<file path="src/rtl/conv_window_iter.sv">
// Convolution tap iterator: walks out_y, out_x, ch, ker_y, ker_x and emits padded input coordinates plus strobes.
// Optional CONV_PAD_SKIP_EN: pad taps are stepped one per cycle with en_sum=0, ignoring ready, and pad tied to 0.
module conv_window_iter #(
  parameter int CNT_W    = 8,
  parameter int IMG_W    = 4,
  parameter int IMG_H    = 4,
  parameter int KER_W    = 3,
  parameter int KER_H    = 3,
  parameter int CHANNELS = 2,
  parameter int STRIDE   = 1,
  parameter int PAD      = 1
) (
  input  logic                    clk,
  input  logic                    reset,
  input  logic                    start,
  input  logic                    ready,
  output logic                    busy,
  output logic [CNT_W-1:0]        out_x,
  output logic [CNT_W-1:0]        out_y,
  output logic [CNT_W-1:0]        ch,
  output logic [CNT_W-1:0]        ker_x,
  output logic [CNT_W-1:0]        ker_y,
  output logic signed [CNT_W-1:0] in_row,
  output logic signed [CNT_W-1:0] in_col,
  output logic                    pad,
  output logic                    en_sum,
  output logic                    acc_clr,
  output logic                    pix_done,
  output logic                    finish,
  output logic [1:0]              dbg_state
);

  localparam int OUT_W = (IMG_W + 2*PAD - KER_W) / STRIDE + 1;
  localparam int OUT_H = (IMG_H + 2*PAD - KER_H) / STRIDE + 1;
  localparam int MAXV  = 2**(CNT_W-1) - 1;
  localparam int CW    = CNT_W + 2;

  if (IMG_W + 2*PAD < KER_W || IMG_H + 2*PAD < KER_H || OUT_W < 1 || OUT_H < 1 ||
      CHANNELS < 1 || STRIDE < 1 || PAD < 0 ||
      IMG_W > MAXV || IMG_H > MAXV || KER_W > MAXV || KER_H > MAXV ||
      CHANNELS > MAXV || STRIDE > MAXV || PAD > MAXV || OUT_W > MAXV || OUT_H > MAXV) begin : g_bad_cfg
    $error("conv_window_iter: illegal parameter combination");
  end

  localparam logic [CNT_W-1:0] KX_MAX = CNT_W'(KER_W - 1);
  localparam logic [CNT_W-1:0] KY_MAX = CNT_W'(KER_H - 1);
  localparam logic [CNT_W-1:0] CH_MAX = CNT_W'(CHANNELS - 1);
  localparam logic [CNT_W-1:0] OX_MAX = CNT_W'(OUT_W - 1);
  localparam logic [CNT_W-1:0] OY_MAX = CNT_W'(OUT_H - 1);
  localparam logic signed [CW-1:0] STRIDE_S = CW'(STRIDE);
  localparam logic signed [CW-1:0] PAD_S    = CW'(PAD);
  localparam logic signed [CW-1:0] IMG_W_S  = CW'(IMG_W);
  localparam logic signed [CW-1:0] IMG_H_S  = CW'(IMG_H);
  localparam logic [CNT_W-1:0] ONE = CNT_W'(1);

  typedef enum logic [1:0] {
    S_IDLE = 2'd0,
    S_RUN  = 2'd1,
    S_DONE = 2'd2
  } state_t;

  state_t state_q, state_d;
  logic [CNT_W-1:0] ox_q, ox_d, oy_q, oy_d, ch_q, ch_d, kx_q, kx_d, ky_q, ky_d;
  logic [CNT_W-1:0] in_row_q, in_row_d, in_col_q, in_col_d;
  logic tap_pad_q, tap_pad_d, en_sum_q, en_sum_d, acc_clr_q, acc_clr_d;
  logic pix_done_q, pix_done_d, finish_q, finish_d, busy_q, busy_d;
  logic upd, advance, last_tap, pad_c;
  logic signed [CW-1:0] row_c, col_c;

  function automatic logic signed [CW-1:0] coord(input logic [CNT_W-1:0] o,
                                                 input logic [CNT_W-1:0] k);
    coord = $signed({2'b00, o}) * STRIDE_S - PAD_S + $signed({2'b00, k});
  endfunction

  // Handshake: a tap is consumed on a clk edge where en_sum=1 and ready=1;
  // otherwise every output holds. In skip mode a pad tap (en_sum=0) advances unconditionally.
`ifdef CONV_PAD_SKIP_EN
  assign advance = (en_sum_q && ready) || tap_pad_q;
`else
  assign advance = en_sum_q && ready;
`endif

  assign last_tap = (kx_q == KX_MAX) && (ky_q == KY_MAX) && (ch_q == CH_MAX) &&
                    (ox_q == OX_MAX) && (oy_q == OY_MAX);

  always_comb begin
    state_d    = state_q;
    ox_d       = ox_q;
    oy_d       = oy_q;
    ch_d       = ch_q;
    kx_d       = kx_q;
    ky_d       = ky_q;
    in_row_d   = in_row_q;
    in_col_d   = in_col_q;
    tap_pad_d  = tap_pad_q;
    en_sum_d   = en_sum_q;
    acc_clr_d  = acc_clr_q;
    pix_done_d = pix_done_q;
    busy_d     = busy_q;
    finish_d   = 1'b0;
    upd        = 1'b0;

    case (state_q)
      S_IDLE: begin
        if (start) begin
          state_d = S_RUN;
          busy_d  = 1'b1;
          ox_d    = '0;
          oy_d    = '0;
          ch_d    = '0;
          kx_d    = '0;
          ky_d    = '0;
          upd     = 1'b1;
        end
      end
      S_RUN: begin
        if (advance) begin
          if (last_tap) begin
            state_d    = S_DONE;
            finish_d   = 1'b1;
            en_sum_d   = 1'b0;
            tap_pad_d  = 1'b0;
            acc_clr_d  = 1'b0;
            pix_done_d = 1'b0;
          end else begin
            upd = 1'b1;
            if (kx_q != KX_MAX) kx_d = kx_q + ONE;
            else begin
              kx_d = '0;
              if (ky_q != KY_MAX) ky_d = ky_q + ONE;
              else begin
                ky_d = '0;
                if (ch_q != CH_MAX) ch_d = ch_q + ONE;
                else begin
                  ch_d = '0;
                  if (ox_q != OX_MAX) ox_d = ox_q + ONE;
                  else begin
                    ox_d = '0;
                    oy_d = oy_q + ONE;
                  end
                end
              end
            end
          end
        end
      end
      S_DONE: begin
        state_d = S_IDLE;
        busy_d  = 1'b0;
      end
      default: begin
        state_d = S_IDLE;
        busy_d  = 1'b0;
      end
    endcase

    // Coordinates and strobes are precomputed from the next indices so they register with them.
    row_c = coord(oy_d, ky_d);
    col_c = coord(ox_d, kx_d);
    pad_c = (row_c < 0) || (row_c >= IMG_H_S) || (col_c < 0) || (col_c >= IMG_W_S);
    if (upd) begin
      in_row_d   = row_c[CNT_W-1:0];
      in_col_d   = col_c[CNT_W-1:0];
      tap_pad_d  = pad_c;
      acc_clr_d  = (ch_d == '0) && (ky_d == '0) && (kx_d == '0);
      pix_done_d = (kx_d == KX_MAX) && (ky_d == KY_MAX) && (ch_d == CH_MAX);
`ifdef CONV_PAD_SKIP_EN
      en_sum_d   = !pad_c;
`else
      en_sum_d   = 1'b1;
`endif
    end
  end

  always_ff @(posedge clk) begin
    if (!reset) begin
      state_q    <= S_IDLE;
      ox_q       <= '0;
      oy_q       <= '0;
      ch_q       <= '0;
      kx_q       <= '0;
      ky_q       <= '0;
      in_row_q   <= '0;
      in_col_q   <= '0;
      tap_pad_q  <= 1'b0;
      en_sum_q   <= 1'b0;
      acc_clr_q  <= 1'b0;
      pix_done_q <= 1'b0;
      finish_q   <= 1'b0;
      busy_q     <= 1'b0;
    end else begin
      state_q    <= state_d;
      ox_q       <= ox_d;
      oy_q       <= oy_d;
      ch_q       <= ch_d;
      kx_q       <= kx_d;
      ky_q       <= ky_d;
      in_row_q   <= in_row_d;
      in_col_q   <= in_col_d;
      tap_pad_q  <= tap_pad_d;
      en_sum_q   <= en_sum_d;
      acc_clr_q  <= acc_clr_d;
      pix_done_q <= pix_done_d;
      finish_q   <= finish_d;
      busy_q     <= busy_d;
    end
  end

  assign busy      = busy_q;
  assign out_x     = ox_q;
  assign out_y     = oy_q;
  assign ch        = ch_q;
  assign ker_x     = kx_q;
  assign ker_y     = ky_q;
  assign in_row    = in_row_q;
  assign in_col    = in_col_q;
  assign en_sum    = en_sum_q;
  assign acc_clr   = acc_clr_q;
  assign pix_done  = pix_done_q;
  assign finish    = finish_q;
  assign dbg_state = state_q;
`ifdef CONV_PAD_SKIP_EN
  assign pad = 1'b0;
`else
  assign pad = tap_pad_q;
`endif

endmodule

</file>
<file path="config.mk">
export PLATFORM = sky130hd
export DESIGN_NAME = conv_window_iter
export DESIGN_NICKNAME = d
export VERILOG_FILES = /design/src/rtl/conv_window_iter.sv
export SDC_FILE = /design/constraint.sdc
export NUM_CORES = 1
export LEC_CHECK = 0
export ABC_AREA = 1
export ABC_CLOCK_PERIOD_IN_PS = 5000
export BUFFER_PORTS_ARGS = -buffer_cell sky130_fd_sc_hd__buf_2
export CORE_MARGIN = 1
export CORE_UTILIZATION = 59
export CTS_CLUSTER_SIZE = 8
export DETAILED_ROUTE_END_ITERATION = 16
export PLACE_DENSITY = 0.8
export SETUP_SLACK_MARGIN = 0.02
export SYNTH_ARGS = -nofsm -noshare
export SYNTH_HDL_FRONTEND = slang
export SYNTH_SLANG_ARGS = --single-unit
</file>
<file path="constraint.sdc">
create_clock -name clk -period 5 [get_ports clk]
set_input_delay 0.75 -clock clk [delete_from_list [all_inputs] [get_ports clk]]
set_output_delay 0.75 -clock clk [all_outputs]
set_load 0.02 [all_outputs]
</file>
Yosys cells after proc, flatten, opt, wreduce, memory -nomap -nowiden
Index checks and enable logic that the tools add are counted.

word-level totals
  bits in latches = 0
  memory bits (read-only) = 0
  register bits after elaboration = 64
  bits in writable memories = 0
  memories kept = 0

cells by class
  multiply operators = 0
  bitwise operators = 1
  reduce and logical (&&, ||, !) cells = 23
  magnitude comparators = 4
  muxes and demuxes = 52
  $add $sub $neg = 9
  divide/modulo/power cells = 0
  shifts and indexed selects = 0
  equal/unequal tests = 16

operators with widths
  kind                   number
  $mux W8                29
  $pmux W8 S2            5
  $eq A8 B2 Y1 const B   6
  $add A8 B1 Y8 const B  5
  $logic_not A8 Y1       3
  $ne A8 B2 Y1 const B   3
  $add A9 B9 Y10         2
  $ge A10 B4 Y1 const B  2
  $lt A10 B1 Y1 const B  2
  $sub A8 B1 Y9 const B  2
  $eq A8 B1 Y1 const B   2
  $mux W1                12
  $logic_and A1 B1 Y1    9
  $reduce_and A3 Y1      3
  $ne A8 B1 Y1 const B   1
  $mux W2                3
  $ne A2 B2 Y1 const B   3
  $reduce_bool A2 Y1     3
  $pmux W1 S2            2
  $pmux W2 S2            1
  $logic_or A1 B1 Y1     3
  $eq A2 B1 Y1 const B   1
  $logic_not A2 Y1       1
  $reduce_and A2 Y1      1
  $not A1 Y1             1

Logic depth before layout (Yosys ltp)
Gate-level depths: netlist of the first run.

  word-level depth = 15
  gate-level depth with buffers = 33

Worst setup path before layout of the first run
No wires, ideal clock.

  path type = reg-to-reg
  start = register kx_q[1] (netlist: ker_x[1])
  end = register tap_pad_q (netlist: pad)
  data arrival time = 3.800 ns
  slack = 1.067 ns
  clock period less this slack = 3.933 ns
  required time = 4.868 ns
  cell stages (with the launch flop) = 31
  setup time = 0.132 ns
  path buffers = 0
  cell sequence = dfxtp_1 > ha_1 > nand3_1 > nor2_4 > nand2_4 > nor2_4 > o211ai_4 > o21ai_0 > nand2_1 > o22ai_1 > inv_1 > ha_1 > nand3_1 > nand2_1 > ha_1 > a21oi_1 > nand2_1 > nand2_1 > nand2_1 > nand2_1 > nand2_1 > xnor2_1 > nand2_1 > nor3_1 > nand4_1 > nor2_1 > nand2_1 > nor2_1 > nand2_1 > nand2_1 > a21oi_1

between the ends
  longest elaborated chain between the ends = 15
  elaborated cells on any way between the ends = 43

RTL lines
  item                                            RTL line  source
  from (decl)                                     63        logic [CNT_W-1:0] ox_q, ox_d, oy_q, oy_d, ch_q, ch_d, kx_q, kx_d, ky_q, ky_d;
  from (signal assigned)                          196       kx_q <= kx_d;
  $eq A8 B2 Y1                                    83        assign last_tap = (kx_q == KX_MAX) && (ky_q == KY_MAX) && (ch_q == CH_MAX) &&
  $logic_and A1 B1 Y1 (3 in series)               83
  $logic_and A1 B1 Y1                             84        (ox_q == OX_MAX) && (oy_q == OY_MAX);
  $mux W8                                         118       if (last_tap) begin
  $mux W8                                         117       if (advance) begin
  $pmux W8 S2                                     103       case (state_q)
  $sub A8 B1 Y9                                   72        coord = $signed({2'b00, o}) * STRIDE_S - PAD_S + $signed({2'b00, k});
  $add A9 B9 Y10                                  72
  $lt A10 B1 Y1 or $ge A10 B4 Y1 (tied branches)  160       pad_c = (row_c < 0) || (row_c >= IMG_H_S) || (col_c < 0) || (col_c >= IMG_W_S);
  $logic_or A1 B1 Y1 (3 in series)                160
  $mux W1                                         161       if (upd) begin
  to (signal assigned)                            200       tap_pad_q <= tap_pad_d;
  to (decl)                                       65        logic tap_pad_q, tap_pad_d, en_sum_q, en_sum_d, acc_clr_q, acc_clr_d;

Several ways; a longest one is shown, not always the timed one.
A chain may end at the register's enable or synchronous reset.

Worst setup path in the final report of the first run
  start = register ky_q[0] (netlist: ker_y[0])
  end = register tap_pad_q (netlist: pad)

between the ends
  longest elaborated chain between the ends = 15
  elaborated cells on any way between the ends = 45

RTL lines
  item                                            RTL line  source
  from (decl)                                     63
  from (signal assigned)                          197       ky_q <= ky_d;
  $eq A8 B2 Y1                                    83
  $logic_and A1 B1 Y1 (3 in series)               83
  $logic_and A1 B1 Y1                             84
  $mux W8                                         118
  $mux W8                                         117
  $pmux W8 S2                                     103
  $sub A8 B1 Y9                                   72
  $add A9 B9 Y10                                  72
  $lt A10 B1 Y1 or $ge A10 B4 Y1 (tied branches)  160
  $logic_or A1 B1 Y1 (3 in series)                160
  $mux W1                                         161

Several ways; a longest one is shown, not always the timed one.

==> run metrics, run 1 <==
gr ovfl total=0; core area=8180 um2; register area share after synthesis=0.259; status=complete, no violations; GP Congestion=0.960; clock root buffer=clkbuf_8; crit path buf inv count=2; via count=~5400; Leak Pwr=about 2.6 nW; Synth warnings=0; # rows=33; Initial Util=0.604; cell repeated most along the worst path=nand2_1; GRT Resource Usage Total=0.354; PD cells=207 nW/um2; mux cell area share after synthesis=0; largest net degree at the start of global routing=47; wire per inst=15.7 um; die area=slightly below 9000 um2; Die X=93.5 um; initial antenna violation count=0; Mapped Cells=about 770; simple-gate area share of the yosys netlist=0.367; Compound-Gate Fraction of Synth Area=0.149; Synth Register Bits=64; Final Setup Violations=0; HPWL Detailed=11000 um; Worst Skew=between 0.01 and 0.015 ns; Slew Viols, Final=0; max-cap violations=0; Worst-path clk slew=approximately 0.080 ns; CTS sink count=64; post-synthesis xor/xnor area fraction=0.0479; fmax=roughly 0.22 GHz; Layout Cells excl Fill=943; # diodes=0; most used flip-flop cell after synthesis=dfxtp_1; Fill cells=between 700 and 800; Port Buffers=67; Die Y=93.5 um; critical path capture point type=register; Avg Cell Area, Syn=6.43 um2; number of antenna-violating nets in the routed design=0; minimum clock period=4.60 ns; Req. time, crit path=between 5 and 6 ns; worst path arrival time=4.80 ns; worst skew pair latency=0.35 ns; vias in the first global route=4936; VDD IR max=140 uV; final hold violation count=0; Area growth syn-to-layout=12.4%; DRC violations left=0; Pwr Total=0.00115 W; Placed Cells=927; Adder-Cell Fraction of Synth Area=0.0739; slowest cell delay on critical path=about 0.37 ns; I/O pin count=slightly below 70; Clock Tree Buf Depth=2; first-pass detailed-route iteration total=6; Reg area=1280 um2; top cell type's share of synthesized area=0.259; Post-synth EDFFs=0; H-tree lvl count=3; Slew headroom=0.410; TritonCTS Buffers=9; # nets final=866; delay-heaviest family, CP=simple AND/OR/NAND/NOR gates; Syn Std Cell Area=~4900 um2; cell taking the most area after synthesis=dfxtp_1; vias per inst=about 5.7; asr flop ratio synth=0; Worst Hold Class=reg -> reg; Worst Path Max Fanout=9; largest family of logic cells by synthesized area=simple AND/OR/NAND/NOR gates; worst setup path class=reg -> reg; CP Launch Type=register; Slowest cell on crit path=dfxtp_1; ranking of synthesized cells by area=dfxtp_1, nand2_1, nor2_1; RSZ-0062 raised after global routing=false; area used by multi-input combinational logic=approximately 3200 um2; CTS tree=done; Setup TNS Final=0 ns; Worst-Margin Slew=0.884 ns; Iter 0 DRT Violations=just under 500; first-pass GRT wire length=23900 um; # hold bufs at CTS=0; layout cells sized above 1=0.163; Tcrit/Tclk final=0.921; post-synthesis cell type count=between 40 and 50; Post-Syn Nets=800; Routed WL=14800 um
[state kept, by name, indices dropped and copies added, names as in the netlist]
name and flops:
dbg_state 2, finish 1, in_col 8, out_y 8, acc_clr 1, ch 8
ker_x 8, busy 1, out_x 8, in_row 8, pix_done 1, ker_y 8
en_sum 1, pad 1
[repair_timing]
action | 4_1_cts | 5_1_grt
endpoints found under the setup margin | 0 | 1
setup buffers | 0 | 1
resized for setup | 0 | 0
[Yosys cell counts (all sizes together), types with 2 or more instances]
| library cell | number |
|---|---|
| xnor2 | 6 |
| nand2 | 161 |
| dfxtp | 64 |
| inv | 106 |
| o21ai | 68 |
| xor2 | 21 |
| clkinv | 4 |
| nand4 | 20 |
| fa | 2 |
| o211ai | 13 |
| buf | 9 |
| ha | 26 |
| nand3 | 60 |
| a21oi | 41 |
| a22oi | 2 |
| and2 | 2 |
| nor3 | 18 |
| o21bai | 2 |
| clkbuf | 11 |
| nor2 | 125 |
[final cells by class]
class,count,area share
clock buffers,12,0.0279
flip-flops and latches,64,0.231
well taps,105,0.0237
inverters,110,0.0748
repair buffers,75,0.0712
multi-input cells,574,0.568
clock inverters,3,0.00316
[worst reg2reg max path: cells and delay by family (launching register included)]
| kind | cells | cell delay, ns |
|---|---|---|
| flops | 1 | 0.37 |
| xor+xnor | 1 | 0.23 |
| fa+ha+maj | 3 | 0.76 |
| compound gates | 5 | 0.84 |
| buf+inv | 2 | 0.27 |
| simple gates | 20 | 1.97 |
[routing by layer]
layer,GRT usage,share of wire,vias to the layer above,wire [um]
met5,0,0,-,0
met4,0.183,0.041,0,613
met3,0.0553,0.082,49,1220
met2,0.560,0.45,273,6620
met1,0.463,0.43,2471,6330
li1,-,-,2627,-
[worst paths after layout]
check        startpoint  slack (ns)  cells past startpoint        to
max            ker_y[0]        0.40                     31       pad
min            pix_done        0.48                      2  pix_done
max reg2reg    ker_y[0]        0.40                     31       pad
min reg2reg    pix_done        0.48                      2  pix_done
[placed cells by master, fill, tap and decap left out, types with 8 or more instances in the layout]
| master | n |
|---|---|
| nand2_1 | 144 |
| nor2_1 | 112 |
| inv_1 | 99 |
| buf_2 | 67 |
| dfxtp_1 | 64 |
| nand3_1 | 57 |
| o21ai_0 | 52 |
| a21oi_1 | 41 |
| ha_1 | 26 |
| xor2_1 | 21 |
| nand4_1 | 18 |
| o21ai_1 | 16 |
| nor3_1 | 15 |
| nand2_2 | 14 |
| o211ai_1 | 11 |
| clkbuf_8 | 11 |
| buf_4 | 8 |
[through the flow]
stage               area, um2  hold WS [ns]  utilization  setup WS, ns
floorplan                4940         0.541            -          1.07
CTS                      5540         0.484        0.678         0.403
detailed placement       5370         0.468        0.657         0.527
finish                   5550         0.484        0.679         0.397
global placement         5370         0.454        0.657         0.602
global route             5550         0.512        0.679        0.0237
[kinds of logic (layout without fill, tap and decap cells)]
family / Yosys count / count (layout)
xor+xnor: 27 / 27
flops: 64 / 64
fa+ha+maj: 28 / 28
compound gates: 130 / 130
buf+inv: 130 / 200
simple gates: 389 / 389
[power by group]
| part | leakage [nW] | internal, W | switching [W] |
|---|---|---|---|
| Combinational | 2.00 | 0.0000561 | 0.000138 |
| Clock | 0.0882 | 0.000203 | 0.000210 |
| Sequential | 0.522 | 0.000529 | 0.0000123 |
No activity file was read; power rests on OpenSTA's default activity.
==> run 2: changes to the inputs <==
--- a/config.mk
+++ b/config.mk
@@ -6,13 +6,14 @@
 export NUM_CORES = 1
 export LEC_CHECK = 0
 export ABC_AREA = 1
-export ABC_CLOCK_PERIOD_IN_PS = 5000
+export ABC_CLOCK_PERIOD_IN_PS = 4600
 export BUFFER_PORTS_ARGS = -buffer_cell sky130_fd_sc_hd__buf_2
 export CORE_MARGIN = 1
 export CORE_UTILIZATION = 59
 export CTS_CLUSTER_SIZE = 8
 export DETAILED_ROUTE_END_ITERATION = 16
 export PLACE_DENSITY = 0.8
+export RECOVER_POWER = 100
 export SETUP_SLACK_MARGIN = 0.02
 export SYNTH_ARGS = -nofsm -noshare
 export SYNTH_HDL_FRONTEND = slang
==> constraint.sdc (replaced) <==
create_clock -name clk -period 4.6 [get_ports clk]
set_input_delay 0.69 -clock clk [delete_from_list [all_inputs] [get_ports clk]]
set_output_delay 0.69 -clock clk [all_outputs]
set_load 0.02 [all_outputs]
==> run metrics, run 2 (same netlist as run 1, synthesis figures left out) <==
Worst Skew=0.0120 ns (-0.000471 ns); Req. time, crit path=4.81 ns (-0.38 ns); Area growth syn-to-layout=12.6%; minimum clock period=4.32 ns (-0.280 ns); Iter 0 DRT Violations=466 (-3.1%); Worst Path Max Fanout=8 (-1); HPWL Detailed=11200 um (+1.2%); wire per inst=15.6 um (-0.70%); H-tree lvl count=3 (unchanged); Post-DP Area=5390 um2 (+0.28%); TritonCTS Buffers=9 (unchanged); Worst Hold End=pad; layout cells sized above 1=0.0974 (-0.0661); Critical R2R Capture=pad; VDD IR max=169 uV (+21%); vias per inst=5.72 (-0.42%); largest net degree at the start of global routing=47 (unchanged); Worst-path clk slew=0.08 ns (about the same); Initial Util=0.604 (unchanged); Die Y=93.5 um (unchanged); fmax=0.231 GHz (+6.5%); Worst Hold Class=reg -> reg; R2R depth=28 (-9.7%); # diodes=0 (unchanged); worst skew pair latency=0.35 ns (about the same); status=complete, no violations; PD cells=233 nW/um2 (+13%); CP Launch Type=register; die area=8740 um2 (unchanged); worst setup path class=reg -> reg; most common cell after layout, fill and taps aside=nand2_1; max-cap violations=0 (unchanged); switching share of power=0.308 (-0.00525); initial antenna violation count=0 (unchanged); GRT Resource Usage Total=0.350 (-0.00393); Clk pwr share=0.386 (+0.027); CTS tree=done; Worst Hold Launch=pad; Clock Tree Buf Depth=2 (unchanged); internal reg-to-reg setup slack=0.28 ns (-0.12 ns); # hold bufs at CTS=0 (unchanged); Final Setup Violations=0 (unchanged); I/O pin count=68 (unchanged); vias in the first global route=4950 (+0.28%); DRC violations left=0 (unchanged); clock root buffer=clkbuf_8; Leak Pwr=2.39 nW (-8.3%); slowest cell delay on critical path=0.39 ns (+0.02 ns); part of the power in registers=0.453 (-0.019); Die X=93.5 um (unchanged); final hold violation count=0 (unchanged); CP startpoint=ch[1]; # rows=33 (unchanged); via count=5420 (unchanged); first-pass detailed-route iteration total=6 (unchanged); Slew Viols, Final=0 (unchanged); Routed WL=14700 um (-0.28%); worst path arrival time=4.53 ns (-0.27 ns); Slowest cell on crit path=fa_1; critical path capture point type=register; Hold Path Stages=2 (unchanged); cell repeated most along the worst path=nand2_1; # nets final=869 (+0.35%); number of antenna-violating nets in the routed design=0 (unchanged); most frequent cells in the layout=nand2_1, nor2_1, inv_1; first-pass GRT wire length=23800 um (-0.64%); gr ovfl total=0 (unchanged); Pint=0.000898 W (+14%); Combinational Power Share=0.160 (-0.009); Worst-Margin Slew=0.920 ns (+0.0360 ns); core area=8180 um2 (unchanged); Port Buffers=67 (unchanged); Critical R2R Launch=ch[1]; Pwr Total=0.00130 W (+13%); post-layout instance area=5570 um2 (+0.25%); Slew headroom=0.384 (-0.0258); Tcrit/Tclk final=0.940 (+0.0193); GP Congestion=1.01 (+4.8%); Net Sw Power=0.000400 W (+11%); CTS sink count=64 (unchanged)
[run 2: cell types whose count changed in the layout (fill, tap and decap cells not counted), moves of 3 or more]
cell / delta
clkbuf_1: +64
buf_2: -63
o21ai_1: -6
o21ai_0: +4
nand2_1: +3
nand2_2: -3
[run 2: critical path: cells and delay by family, from the launching register on]
kind	cells	cell delay, ns
and+or+nand+nor	15	1.51
AOI/OAI and AO/OA	5	0.87
adders and majority gates	3	0.75
buffers and inverters	4	0.45
DFF	1	0.38
xor gates and xnor gates	1	0.23
[run 2: how the worst max path moves through the flow]
stage,endpoint
final,pad
after global routing,pad
after CTS,pad
after detailed placement,pad
after global placement,pad
after floorplan,pad
[run 2: routing by layer]
metal	global-route usage	part of all wire
met1	0.456	0.43
met2	0.571	0.45
met3	0.0455	0.078
met4	0.164	0.036
met5	0	0
[run 2: through the flow]
step | utilization | hold WS [ns] | worst slack [ns] | cells | setup TNS (ns)
after floorplan | - | 0.541 | 0.667 | 768 | 0
after global placement | 0.659 | 0.454 | 0.459 | 929 | 0
after detailed placement | 0.659 | 0.460 | 0.224 | 929 | 0
after CTS | 0.683 | 0.472 | 0.212 | 945 | 0
after global routing | 0.681 | 0.498 | -0.145 | 947 | -0.145
final | 0.681 | 0.481 | 0.277 | 947 | 0
[run 2: what timing repair did]
item                       in CTS  in global routing
resized for setup               0                 15
setup endpoints to repair       0                  1
buffers inserted                0                  2
[run 2: cell type report]
| cell class | instances | area (um2) |
|---|---|---|
| Inverter | 110 | 415 |
| Tap cell | 105 | 131 |
| Multi-Input combinational cell | 574 | 3200 |
| Clock buffer | 11 | 141 |
| Timing Repair Buffer | 78 | 335 |
| Fill cell | 759 | 2610 |
| Clock inverter | 5 | 56.3 |
| Sequential cell | 64 | 1280 |
[run 2: power by group through the flow]
stage                     sequential [W]  clock (W)  combinational, W
after global placement          0.000599          0          0.000206
final                           0.000589   0.000502          0.000208
after CTS                       0.000588   0.000505          0.000210
after floorplan                 0.000625          0          0.000118
after global routing            0.000591   0.000522          0.000228
after detailed placement        0.000601          0          0.000208
